**config.mk**
```make
export PLATFORM = sky130hd
export DESIGN_NAME = sat_pack_queue
export DESIGN_NICKNAME = d
export VERILOG_FILES = /design/src/rtl/sat_pack_queue.sv
export SDC_FILE = /design/constraint.sdc
export NUM_CORES = 1
export LEC_CHECK = 0
export BUFFER_PORTS_ARGS = -buffer_cell sky130_fd_sc_hd__buf_2
export CAP_MARGIN = 20
export CORE_ASPECT_RATIO = 0.9
export CORE_MARGIN = 2
export CORE_UTILIZATION = 55
export CTS_CLUSTER_DIAMETER = 80
export DETAILED_ROUTE_END_ITERATION = 8
export PLACE_DENSITY = 0.75
export SETUP_SLACK_MARGIN = 0.02
export SLEW_MARGIN = 20
export SYNTH_ARGS = -nofsm -noshare
export SYNTH_HDL_FRONTEND = slang
export SYNTH_SLANG_ARGS = --single-unit
```
**constraint.sdc**
```tcl
create_clock -name clk -period 8.8 [get_ports clk]
set_input_delay 0.44 -clock clk [delete_from_list [all_inputs] [get_ports clk]]
set_output_delay 0.44 -clock clk [all_outputs]
set_load 0.05 [all_outputs]
```
**src/rtl/sat_pack_queue.sv**
```systemverilog
// sat_pack_queue: clamps signed IN_W-bit samples to OUT_W bits, packs DEPTH of
// them into one vector and hands the vector to a valid/ready consumer. The
// fill register and the output register form a double buffer, so input keeps
// flowing while a finished vector waits. Supports a zero-padded partial flush
// and per-vector saturation reporting.
//
// Ports:
//   clk, reset_n        clock (rising edge), asynchronous active-low reset
//   in_valid/in_ready   sample handshake; in_data is a signed IN_W-bit sample
//   flush               single-cycle request to emit the partial vector
//   out_valid/out_ready vector handshake
//   out_vector          element k = bits [k*OUT_W +: OUT_W]; element DEPTH-1 oldest
//   out_count           number of real samples in out_vector (1..DEPTH)
//   sat_any             at least one real element of out_vector was clamped
//   level               samples currently held in the fill register
module sat_pack_queue #(
    parameter int unsigned DEPTH      = 16,
    parameter int unsigned IN_W       = 16,
    parameter int unsigned OUT_W      = 8,
    parameter int unsigned SIGNED_OUT = 0,
    parameter int unsigned CNT_W      = $clog2(DEPTH + 1)
) (
    input  logic                     clk,
    input  logic                     reset_n,
    input  logic                     in_valid,
    output logic                     in_ready,
    input  logic [IN_W-1:0]          in_data,
    input  logic                     flush,
    output logic                     out_valid,
    input  logic                     out_ready,
    output logic [DEPTH*OUT_W-1:0]   out_vector,
    output logic [CNT_W-1:0]         out_count,
    output logic                     sat_any,
    output logic [CNT_W-1:0]         level
);

    localparam int unsigned VEC_W = DEPTH * OUT_W;
    localparam int unsigned SH_W  = $clog2(VEC_W + 1);
    localparam logic [CNT_W-1:0] LAST = CNT_W'(DEPTH - 1);

    // Fill register: element 0 newest, element level-1 oldest.
    logic [DEPTH-2:0][OUT_W-1:0] fill_q;
    logic [DEPTH-2:0]            flag_q;
    logic                        pend_q;

    logic [OUT_W-1:0]            clamp_data;
    logic                        clamp_flag;
    logic [IN_W-OUT_W:0]         top_bits;

    logic                        slot_free;
    logic                        acc;
    logic                        complete;
    logic                        fire;
    logic                        load;
    logic                        pend_nxt;
    logic [CNT_W-1:0]            n;
    logic [CNT_W-1:0]            shift_el;
    logic [SH_W-1:0]             shamt;
    logic [DEPTH-1:0][OUT_W-1:0] src;
    logic [DEPTH-1:0]            src_flags;
    logic [VEC_W-1:0]            vec_sh;
    logic [DEPTH-1:0]            flag_sh;

    // Clamp the incoming sample; the flag marks any change of value.
    always_comb begin
        clamp_data = in_data[OUT_W-1:0];
        clamp_flag = 1'b0;
        top_bits   = in_data[IN_W-1:OUT_W-1];
        if (SIGNED_OUT == 0) begin
            if (in_data[IN_W-1]) begin
                clamp_data = '0;
                clamp_flag = 1'b1;
            end else if (|in_data[IN_W-1:OUT_W]) begin
                clamp_data = '1;
                clamp_flag = 1'b1;
            end
        end else begin
            // In range iff every bit from OUT_W-1 upward equals the sign.
            if (!(&top_bits) && (|top_bits)) begin
                clamp_flag = 1'b1;
                if (in_data[IN_W-1]) begin
                    clamp_data            = '0;
                    clamp_data[OUT_W-1]   = 1'b1;
                end else begin
                    clamp_data            = '1;
                    clamp_data[OUT_W-1]   = 1'b0;
                end
            end
        end
    end

    // Handshake and event decode.
    always_comb begin
        slot_free = !out_valid || out_ready;
        in_ready  = !pend_q && (((level < LAST) && !flush) || slot_free);
        acc       = in_valid && in_ready;
        complete  = acc && (level == LAST);
        n         = level + CNT_W'(acc);
        fire      = (flush || pend_q) && slot_free && (n != '0) && !complete;
        load      = complete || fire;

        pend_nxt = pend_q;
        if (fire) begin
            pend_nxt = 1'b0;
        end else if (flush && !slot_free && (level != '0)) begin
            pend_nxt = 1'b1;
        end
    end

    // Assemble the candidate vector with the newest sample at element 0 and
    // shift it so the oldest real sample lands at element DEPTH-1.
    always_comb begin
        if (acc) begin
            src       = {fill_q, clamp_data};
            src_flags = {flag_q, clamp_flag};
        end else begin
            src       = {OUT_W'(0), fill_q};
            src_flags = {1'b0, flag_q};
        end
        shift_el = CNT_W'(DEPTH) - n;
        shamt    = SH_W'(shift_el) * SH_W'(OUT_W);
        vec_sh   = src << shamt;
        flag_sh  = src_flags << shift_el;
    end

    // Fill register, level and pending-flush state.
    always_ff @(posedge clk or negedge reset_n) begin
        if (!reset_n) begin
            fill_q <= '0;
            flag_q <= '0;
            level  <= '0;
            pend_q <= 1'b0;
        end else begin
            pend_q <= pend_nxt;
            if (load) begin
                fill_q <= '0;
                flag_q <= '0;
                level  <= '0;
            end else if (acc) begin
                fill_q <= src[DEPTH-2:0];
                flag_q <= src_flags[DEPTH-2:0];
                level  <= level + CNT_W'(1);
            end
        end
    end

    // Output register: a load wins over a drain in the same cycle.
    always_ff @(posedge clk or negedge reset_n) begin
        if (!reset_n) begin
            out_valid  <= 1'b0;
            out_vector <= '0;
            out_count  <= '0;
            sat_any    <= 1'b0;
        end else if (load) begin
            out_valid  <= 1'b1;
            out_vector <= vec_sh;
            out_count  <= n;
            sat_any    <= |flag_sh;
        end else if (out_ready) begin
            out_valid  <= 1'b0;
        end
    end

endmodule

```
==> impl_metrics.tcl, run 1 <==
set metrics [dict create \
    fin_worst_skew_ps 14.6 \
    yosysMostFrequentCell "dfrtp_1" \
    io_pins 162 \
    drv_cap 0 \
    clock_latency_ps 560 \
    worstPathArrival_ps 6540 \
    synth_edf_count 0 \
    tightest_slew_ps 1250 \
    dieArea_mm2 0.0304 \
    nNetsFinal 1734 \
    synth_nets 1645 \
    clkSinkCount 276 \
    hpwl_um 40200 \
    grt_pass1_wl_um 87000 \
    numCtsBuffers 29 \
    synth_area_leader_cell "dfrtp_1" \
    syn-cell-area_mm2 0.0160 \
    multiInputGateArea_mm2 0.00845 \
    path_max_fanout 113 \
    antennaDiodeCount 0 \
    vias 14500 \
    clk_pin_slew_worst_paths_ps 70 \
    gr-total-overflow 0 \
    fillers 2384 \
    setup_viol 0 \
    synth_cells 1616 \
    cts_hold_buf 0 \
    async_flop_share_pct 100 \
    first_pass_iters 8 \
    ctsResizeCount 0 \
    ys_warn_count 0 \
    reg2reg_to "out_vector[114]" \
    grt_max_degree 144 \
    io_buffers 161 \
    die_w_um 184 \
    finalHoldViolCount 0 \
    max_freq_ghz 0.165 \
    antenna_found_initial 3 \
    fin_tns_setup_ps 0 \
    r2r_cells 14 \
    ant_nets 0 \
    outcome "complete, no violations" \
    tritoncts "done" \
    rsz0062_at_grt "false" \
    min_to "pend_q" \
    synthTopCellsByArea "dfrtp_1 (43%), mux2i_1 (15%), nor2_1 (4.6%), nand2_1 (4.3%), mux4_2 (3.7%)" \
    synth.top_cell.area_share_pct 43.2 \
    grt.total_usage_pct 37.6 \
    synth-main-ff-cell "dfrtp_1" \
    start_util_pct 55.6 \
    synth.distinct_cells 76 \
    rows 59 \
    routedWlPerCell_um 27.5 \
    fin_crit_ps 6080 \
    postCtsSetupRepairBufs 0 \
    drt_iter0_drc 2073 \
    grt_pass1_vias 13800 \
    synthTopCellsByCount "dfrtp_1 (276), mux2i_1 (242), nor2_1 (194), nand2_1 (183), a21oi_1 (86)" \
    dp.cells 2038 \
    period_share_pct 69.0 \
    rrSetupSlack_ps 2720 \
    htreeDepth 1 \
    layout.cells.non_filler 2090 \
    regArea_mm2 0.00691 \
    slew_headroom_pct 14.0 \
    die-height_um 166 \
    area_growth_pct 12.1 \
    vias_per_cell 6.92 \
    worstHoldStart "flush" \
    critPathKind "flop to flop" \
    fp.coreArea_mm2 0.0287 \
    critPathLaunchType "flop" \
    cts-root-buf "clkbuf_16" \
    worst_setup_path_end_kind "flop" \
    drive_gt1_share_pct 17.9 \
    slew_viol_final 0 \
    wirelength_um 57500 \
    r2r_start "level[3]" \
    hold_class "primary input to flop" \
    ys_seq_area_share_pct 43.2 \
    hold_depth 3 \
    required_ps 9260 \
    gp_congestion 1.02 \
    clock_path_buffers 3 \
    route.detailed.drc 0 \
    syn_area_per_cell_um2 9.89 \
    ys_ff_latch 276 \
]
## metal layers
layer	wire (um)	vias to the layer above	share of wire [%]	GRT usage, %
li1	-	6182	-	-
met1	22600	7140	39	52.6
met2	24600	926	43	54.5
met3	6350	209	11	8.64
met4	3910	4	6.8	20.2
met5	32	-	0.056	0
## state kept, by name (all words and copies together), names as in the netlist
signal / count
out_valid: 1
out_count: 5
flag_q: 15
fill_q: 120
sat_any: 1
pend_q: 1
level: 5
out_vector: 128
## through the flow
stage / utilization, % / hold WS (ps) / cell area, um2 / worst slack, ps
detailed placement: 58.9 / 452 / 16900 / 2680
CTS: 62.2 / 108 / 17900 / 2750
finish: 62.4 / 306 / 17900 / 2720
global placement: 58.9 / 451 / 16900 / 2880
floorplan: - / 144 / 16000 / 2750
global route: 62.4 / 334 / 17900 / 2270
## worst max-delay path by stage
stage,from,end,depth (start not counted)
floorplan,level[4],out_vector[120],23
global placement,flush,out_vector[114],15
detailed placement,flush,out_vector[114],15
CTS,level[3],out_vector[114],14
global route,level[3],out_vector[114],14
finish,level[3],out_vector[114],14
## layout make-up
class	instances	area share (%)
Sequential cell	276	38.6
Multi-Input combinational cell	1191	47.2
Inverter	12	0.307
Clock buffer	37	4.44
Tap cell	366	2.56
Timing Repair Buffer	195	6.11
Clock inverter	13	0.838
## worst max-delay path, stage by stage, from the launching register on
cell and delay [ps]:
dfrtp_1 590, nand4_1 310, a22oi_4 290, inv_8 260, ha_4 650, inv_4 310
ha_4 300, nor2b_1 150, ha_1 200, o32ai_1 560, nand2_4 500, nor2_1 900
nand2_1 460, a211o_1 330, o211ai_1 90
## logic make-up (layout without fill, tap and decap cells)
logic type | count (synthesis) | in the layout | synth area share, %
and+or+nand+nor | 467 | 467 | 12.3
AOI/OAI and AO/OA | 416 | 416 | 18.6
muxes | 289 | 289 | 20.4
DFF | 276 | 276 | 43.2
buffers and inverters | 149 | 257 | 4.32
xor gates and xnor gates | 11 | 11 | 0.603
adders and majority gates | 8 | 8 | 0.627
## cell usage in the layout, fill, tap and decap left out, types with 11 or more instances in the layout
| cell type | netlist | routed |
|---|---|---|
| a211oi_1 | 16 | 16 |
| a21oi_1 | 86 | 86 |
| a221o_1 | 29 | 29 |
| a22o_1 | 43 | 43 |
| a22oi_1 | 23 | 23 |
| a31oi_1 | 20 | 20 |
| a32oi_1 | 12 | 12 |
| buf_2 | 26 | 160 |
| buf_4 | 8 | 32 |
| clkbuf_16 | 0 | 29 |
| dfrtp_1 | 276 | 276 |
| mux2_2 | 18 | 18 |
| mux2i_1 | 242 | 242 |
| mux4_2 | 26 | 26 |
| nand2_1 | 183 | 182 |
| nand3_1 | 24 | 24 |
| nor2_1 | 194 | 192 |
| nor3_1 | 20 | 20 |
| o211ai_1 | 11 | 11 |
| o21ai_0 | 62 | 62 |
| o221ai_1 | 12 | 12 |
| o22ai_1 | 20 | 20 |
Power of run 1 is not shown: default switching activity piles up to over one toggle a cycle in this logic, so the estimate is an artifact.
==> inputs of run 2 (changes only) <==
Settings changed: CORE_UTILIZATION 55 to 54, PLACE_DENSITY 0.75 to 0.77.
Clock period 8.8 ns to 5.1 ns, I/O delays scaled along.
==> impl_metrics.tcl, run 2 (same netlist as run 1, synthesis figures left out) <==
set metrics [dict create \
    rows 59 \
    clock_latency_ps 580 \
    critical-path-max-stage-delay_ps 690 \
    vias_per_cell 6.76 \
    fin_crit_ps 4620 \
    drt_iter0_drc 1943 \
    grt_max_degree 150 \
    vias 14500 \
    rrSetupSlack_ps 480 \
    io_pins 162 \
    top_register "out_vector" \
    max_freq_ghz 0.216 \
    crit_slowest_cell "buf_4" \
    worst_setup_path_end_kind "flop" \
    clock_path_buffers 3 \
    numCtsBuffers 30 \
    r2r_start "level[3]" \
    finalHoldViolCount 0 \
    nNetsFinal 1758 \
    tritoncts "done" \
    setup_viol 0 \
    ant_nets 0 \
    tightest_slew_ps 1130 \
    worstPathArrival_ps 5050 \
    routedWlPerCell_um 27.7 \
    grt.total_usage_pct 38.3 \
    postCtsSetupRepairBufs 0 \
    grt_pass1_vias 13700 \
    reg2reg_to "fill_q[99]" \
    antennaDiodeCount 0 \
    cp-endpoint "fill_q[99]" \
    route.detailed.drc 0 \
    gr-total-overflow 0 \
    largest_reg_flops 128 \
    startpoint "level[3]" \
    layout.cells.non_filler 2148 \
    die-height_um 167 \
    htreeDepth 1 \
    critPathKind "flop to flop" \
    clkSinkCount 276 \
    dp.cells 2092 \
    dieArea_mm2 0.0310 \
    slew_viol_final 0 \
    hold_class "primary input to flop" \
    path_cells "nand4_1, a22oi_4, inv_8, ha_1, and2_1, xnor2_1, a31oi_1, nor2b_1, ha_1, o32ai_2, and2_4, buf_4, buf_4, nor2_1" \
    antenna_found_initial 1 \
    start_util_pct 55.1 \
    ctsResizeCount 0 \
    wirelength_um 59400 \
    drive_gt1_share_pct 19.6 \
    first_pass_iters 7 \
    hold_depth 3 \
    r2r_cells 14 \
    fp.coreArea_mm2 0.0290 \
    gp_congestion 1.04 \
    area_growth_pct 14.1 \
    largestRegisters "out_vector (128), fill_q (120), flag_q (15)" \
    period_share_pct 90.6 \
    clk_pin_slew_worst_paths_ps 60 \
    outcome "complete, no violations" \
    critPathLaunchType "flop" \
    layout_common_cells "dfrtp_1 (270), mux2i_1 (242), nor2_1 (191)" \
    hpwl_um 42000 \
    layout_commonest_cell "dfrtp_1" \
    slew_headroom_pct 22.7 \
    die_w_um 185 \
    io_buffers 161 \
    path_max_fanout 67 \
    cts-root-buf "clkbuf_16" \
    drv_cap 0 \
    rsz0062_at_grt "false" \
    fin_tns_setup_ps 0 \
    fin_worst_skew_ps 13.2 \
    grt_pass1_wl_um 88600 \
    required_ps 5530 \
]
[run 2: layout make-up]
class | count | area [um2]
inverter | 12 | 55.1
tap | 396 | 495
clock buffer | 40 | 840
fill | 2425 | 10800
multi-input combinational | 1191 | 8470
timing repair buffer | 218 | 1300
clock inverter | 15 | 168
sequential | 276 | 6910
[run 2: through the flow]
step | setup slack [ps] | hold WS (ps) | cell area, um2 | util, %
floorplan | 24.1 | -40.6 | 16000 | -
global placement | 666 | 378 | 17200 | 59.3
detailed placement | 536 | 383 | 17200 | 59.3
CTS | 504 | 55.1 | 18200 | 62.8
global route | 216 | 83.6 | 18200 | 62.8
finish | 480 | 59.6 | 18200 | 62.8
[run 2: worst min-delay path by stage]
stage	start	endpoint	slack (ps)
6_report	flush	pend_q	60
5_1_grt	flush	pend_q	80
4_1_cts	flush	pend_q	60
3_5_place_dp	reset_n	fill_q[33]	380
3_3_place_gp	reset_n	fill_q[33]	380
2_1_floorplan	reset_n	fill_q[0]	-40
[run 2: critical path: cells and delay by family, from the launching register on]
| family | cells | cell delay, ps |
|---|---|---|
| compound gates | 3 | 860 |
| buf+inv | 3 | 1340 |
| fa+ha+maj | 2 | 480 |
| xor+xnor | 1 | 140 |
| simple gates | 5 | 1070 |
| flops | 1 | 500 |
[run 2: repair_timing]
| action | CTS | global route |
|---|---|---|
| setup endpoints to repair | 0 | 0 |
| hold buffers | 1 | 0 |
| hold endpoints to repair | 109 | 0 |
[run 2: per-layer routing]
layer  vias to the layer above  wire [um]  global-route usage (%)
met5                         -          0                       0
met4                         0       3380                    17.9
met3                       172       5810                    7.24
met2                       906      26100                    57.0
met1                      7218      24100                    54.1
li1                       6235          -                       -
Power of run 2 is left out for the same reason.
